===== src/rtl/ysyx_24110015_ifu_fetch.sv =====
`default_nettype none
// ============================================================================
// ysyx_24110015_ifu_fetch : PC owner, one AXI-lite read per instruction,
//                           valid/ready hand-off to decode. Rev 1.0
// ============================================================================
module ysyx_24110015_ifu_fetch #(
  parameter logic [31:0] RESET_PC = 32'h8000_0000
) (
  input  logic        clk,
  input  logic        rst,
  input  logic        pc_upd_valid,
  input  logic [31:0] pc_next,
  output logic [31:0] araddr,
  output logic        arvalid,
  input  logic        arready,
  input  logic [31:0] rdata,
  input  logic [1:0]  rresp,
  input  logic        rvalid,
  output logic        rready,
  output logic [31:0] inst,
  output logic [31:0] pc_o,
  output logic [1:0]  fault,
  output logic        out_valid,
  input  logic        out_ready,
  output logic [31:0] fetch_cnt
);

  typedef enum logic [1:0] {
    ST_AR   = 2'd0,
    ST_R    = 2'd1,
    ST_OUT  = 2'd2,
    ST_EXEC = 2'd3
  } state_t;

  localparam logic [1:0] FAULT_NONE   = 2'b00;
  localparam logic [1:0] FAULT_ACCESS = 2'b01;
  localparam logic [1:0] FAULT_ALIGN  = 2'b10;

  state_t      state;
  logic [31:0] pc;

  // Handshake outputs depend on the state register only.
  assign arvalid   = (state == ST_AR);
  assign rready    = (state == ST_R);
  assign out_valid = (state == ST_OUT);
  assign araddr    = pc;

  always_ff @(posedge clk or negedge rst) begin
    if (!rst) begin
      state     <= ST_AR;
      pc        <= RESET_PC;
      pc_o      <= RESET_PC;
      inst      <= 32'h0;
      fault     <= FAULT_NONE;
      fetch_cnt <= 32'h0;
    end else begin
      case (state)
        ST_AR: begin
          if (arready) begin
            pc_o  <= pc;
            state <= ST_R;
          end
        end
        ST_R: begin
          if (rvalid) begin
            inst  <= rdata;
            fault <= (rresp != 2'b00) ? FAULT_ACCESS : FAULT_NONE;
            state <= ST_OUT;
          end
        end
        ST_OUT: begin
          if (out_ready) begin
            fetch_cnt <= fetch_cnt + 32'd1;
            state     <= ST_EXEC;
          end
        end
        ST_EXEC: begin
          if (pc_upd_valid) begin
            pc <= pc_next;
            if (pc_next[1:0] != 2'b00) begin
              // Misaligned target: report it to decode without touching the bus.
              pc_o  <= pc_next;
              inst  <= 32'h0;
              fault <= FAULT_ALIGN;
              state <= ST_OUT;
            end else begin
              state <= ST_AR;
            end
          end
        end
        default: state <= ST_AR;
      endcase
    end
  end

endmodule
`default_nettype wire


===== config.mk =====
export PLATFORM = sky130hd
export DESIGN_NAME = ysyx_24110015_ifu_fetch
export DESIGN_NICKNAME = d
export VERILOG_FILES = /design/src/rtl/ysyx_24110015_ifu_fetch.sv
export SDC_FILE = /design/constraint.sdc
export NUM_CORES = 1
export LEC_CHECK = 0
export ABC_AREA = 1
export CORE_UTILIZATION = 38
export DETAILED_ROUTE_END_ITERATION = 12
export PLACE_DENSITY = 0.69
export RECOVER_POWER = 25
export SETUP_SLACK_MARGIN = 0.05
export SLEW_MARGIN = 20
export SYNTH_ARGS = -nofsm -noshare
export SYNTH_HDL_FRONTEND = slang
export SYNTH_SLANG_ARGS = --single-unit

===== constraint.sdc =====
create_clock -name clk -period 3 [get_ports clk]
set_input_delay 0.6 -clock clk [delete_from_list [all_inputs] [get_ports clk]]
set_output_delay 0.6 -clock clk [all_outputs]
set_load 0.02 [all_outputs]

==> metrics.yaml <==
power:
  power.switching_uw: 3628
  leakagePower_uw: 0.003869
  p_int_uw: 5923
  cellPowerDensity_nw_per_um2: 1091
  swShare_pct: 37.98
  combPwrFrac_pct: 45.2
  vdd_drop_max_mv: 0.6303
  pwr-share-seq_pct: 31.0
  p_clk_share_pct: 23.8
grt:
  grt_pass1_wl_mm: 24.60
  grt_max_degree: 83
  antenna_found_initial: 0
  track_usage_pct: 20.06
  grt_pass1_vias: 4842
  overflow: 0
run_status:
  status: "complete, but fails checks"
  violations: "capacitance limit, slew limit"
cells_and_area:
  finish.net_count: 931
  area_growth_syn_to_layout_pct: 49.63
  final_cells: 1055
  diodes: 0
  layout-drive-gt1-share_pct: 9.529
worst_setup_path:
  end_kind: "output pin"
  cp.arrival_ns: 1.83
  crit_required_ns: 2.40
  cp-start-kind: "flop"
  crit_path_max_incr_delay_ns: 0.66
  cp_slowest_cell: "clkdlybuf4s50_1"
  crit_fanout: 4
  crit_chain: "inv_1 -> nor2_1 -> clkdlybuf4s50_1"
  worstSetupPathType: "flop to output pin"
yosys:
  yosysTopAreaCellShare_pct: 55.59
  yosysSeqAreaShare_pct: 56.49
  synth_seq_cells: 132
  synth_cell_types: 27
  synth.area.top_cells: "dfrtp_1, nand2_1, mux2_2, nor2_1, a31oi_1"
  synth_nets: 724
  synth_area_leader_cell: "dfrtp_1"
  yosys_warnings: 0
  syn_area_um2: 5852
  syn_inst: 651
  syn-mean-instance-area_um2: 8.989
clock_tree:
  cts_max_level: 4
  cts_sinks: 132
  cts_setup_buffers: 0
  cts_buffers: 17
  cts_resized: 0
  cts_tree: "built"
  clockBufferDepth: 2
  clkLatencyLatePin_ns: 0.43
  root_buffer: "clkbuf_16"
  clk_pin_slew_ns: 0.06
  ctsHoldBuffers: 0
route:
  initialDrtViolationCount: 314
  via_per_inst: 4.778
  ant_nets: 0
  post_drt_wl_per_cell_um: 14.46
  wirelength_mm: 15.26
  drc_errors: 0
  vias: 5041
  dr.pass1.iters: 4
placement:
  io_buffers: 204
  dpl.hpwl_mm: 10.59
  place_inst: 1023
  place_congestion: 0.8098
sta:
  fin_crit_sh_pct: 80.97
  max_freq_ghz: 0.4117
  worstMarginPinSlew_ns: 2.113
  rsz0062_at_grt: "no"
  setup_viol_count_final: 0
  hold_violations: 0
  finalMaxSlewViolations: 82
  finalSetupTns_ns: 0
  period_minus_slack_ns: 2.429
  clock_skew_ns: 0.008436
  max_slew_margin_pct: -40.89
die:
  start_util_pct: 39.66
  die_y_um: 126.1
  die_w_um: 126.1
  die-area_um2: 15900
  core_um2: 14750
  ioPinCount: 205
  fp-row-count: 44
hold_path:
  hold_class: "flop to flop"
job:
  max_cap_violations: 1
[worst paths after layout]
kind	from	slack [ns]	to	cells after the start
min in group asynchronous	rst	0.78	inst[7]$_DFFE_PN0P_	1
max in group asynchronous	rst	0.97	pc_o[2]$_DFFE_PN0P_	1
max reg2reg	state[0]$_DFFE_PN0P_	1.11	inst[24]$_DFFE_PN0P_	6
min	inst[6]$_DFFE_PN0P_	0.48	inst[6]$_DFFE_PN0P_	2
max	state[1]$_DFFE_PN0P_	0.57	out_valid	3
min reg2reg	inst[6]$_DFFE_PN0P_	0.48	inst[6]$_DFFE_PN0P_	2
[critical path, delay by kind of cell, from the launching register on]
family / cells / cell delay [ns]
and+or+nand+nor: 1 / 0.25
buffers and inverters: 2 / 0.76
DFF: 1 / 0.39
[stage by stage]
step / cell area [um2] / power (uW) / hold WS [ns] / setup slack (ns) / util (%)
final: 8756 / 9551 / 0.4822 / 0.5710 / 59.35
after global routing: 8756 / 10120 / 0.5068 / 0.4692 / 59.35
after CTS: 8762 / 9668 / 0.2582 / 0.5463 / 59.39
after detailed placement: 8114 / 7337 / 0.4736 / 0.6307 / 54.99
after global placement: 8114 / 7273 / 0.4666 / 0.6894 / 54.99
after floorplan: 5852 / 5325 / 0.3044 / 1.413 / -
[cells by family after synthesis]
family	Yosys count	share of synthesized area, %
AND/OR/NAND/NOR	324	21.98
flip-flops	132	56.49
AO/OA/AOI/OAI	75	7.355
buffers and inverters	67	4.853
multiplexers	31	5.965
XOR/XNOR	21	3.143
adder cells (fa/ha/maj)	1	0.2138
[power groups by stage]
stage                     combinational, uW  clock (uW)  sequential, uW
after floorplan                        1570           0            3750
after global placement                 4310           0            2960
after detailed placement               4360           0            2970
after CTS                              4380        2320            2960
after global routing                   4660        2400            3050
final                                  4320        2280            2960
[final cells by class]
class                      instances  area, um2
timing repair buffer             215       2157
fill                            1304       5998
clock inverter                    13      195.2
inverter                          40      150.1
clock buffer                      19      452.9
sequential                       132       3306
tap                              184      230.2
multi-input combinational        452       2265
[cell usage in the layout (no fill, tap or decap)]
cell type	count
clkinv_4	5
inv_2	1
nor2_1	76
clkbuf_16	17
nand2_1	208
nand3_1	24
inv_1	39
o211ai_1	1
nand2_2	3
xor2_1	10
o22ai_1	2
ha_1	1
bufinv_16	4
a21oi_4	1
clkdlybuf4s50_1	203
clkbuf_8	2
nor3_1	2
o21ai_0	33
clkinv_2	1
dfstp_2	2
buf_12	3
o21ai_1	6
nand3b_1	1
inv_6	3
buf_4	8
a21oi_1	1
mux2_2	31
xnor2_1	11
and2_1	1
dfrtp_1	130
nand4_1	8
clkbuf_2	1
a31oi_1	31
nor3_2	1
[synth_stat cells (all sizes together)]
cell type	count
nor3	3
inv	40
buf	14
and2	1
o211ai	1
clkbuf	13
nand4	8
dfstp	2
o22ai	2
o21ai	39
a21oi	2
a31oi	31
dfrtp	130
nand2	211
mux2	31
nand3b	1
nor2	76
xnor2	11
xor2	10
nand3	24
ha	1
[routing by layer]
metal,vias up,wire length (um),GRT usage [%]
li1,2530,-,-
met1,2321,6579,24.98
met2,166,7080,31.23
met3,24,1252,7.392
met4,0,348,8.788
met5,-,0,0
[registers in the layout (all words and copies together), names as in the netlist]
signal / cells
araddr: 32
fetch_cnt: 32
inst: 32
pc_o: 32
fault: 2
state: 2
No activity file was read; power rests on OpenSTA's default activity.
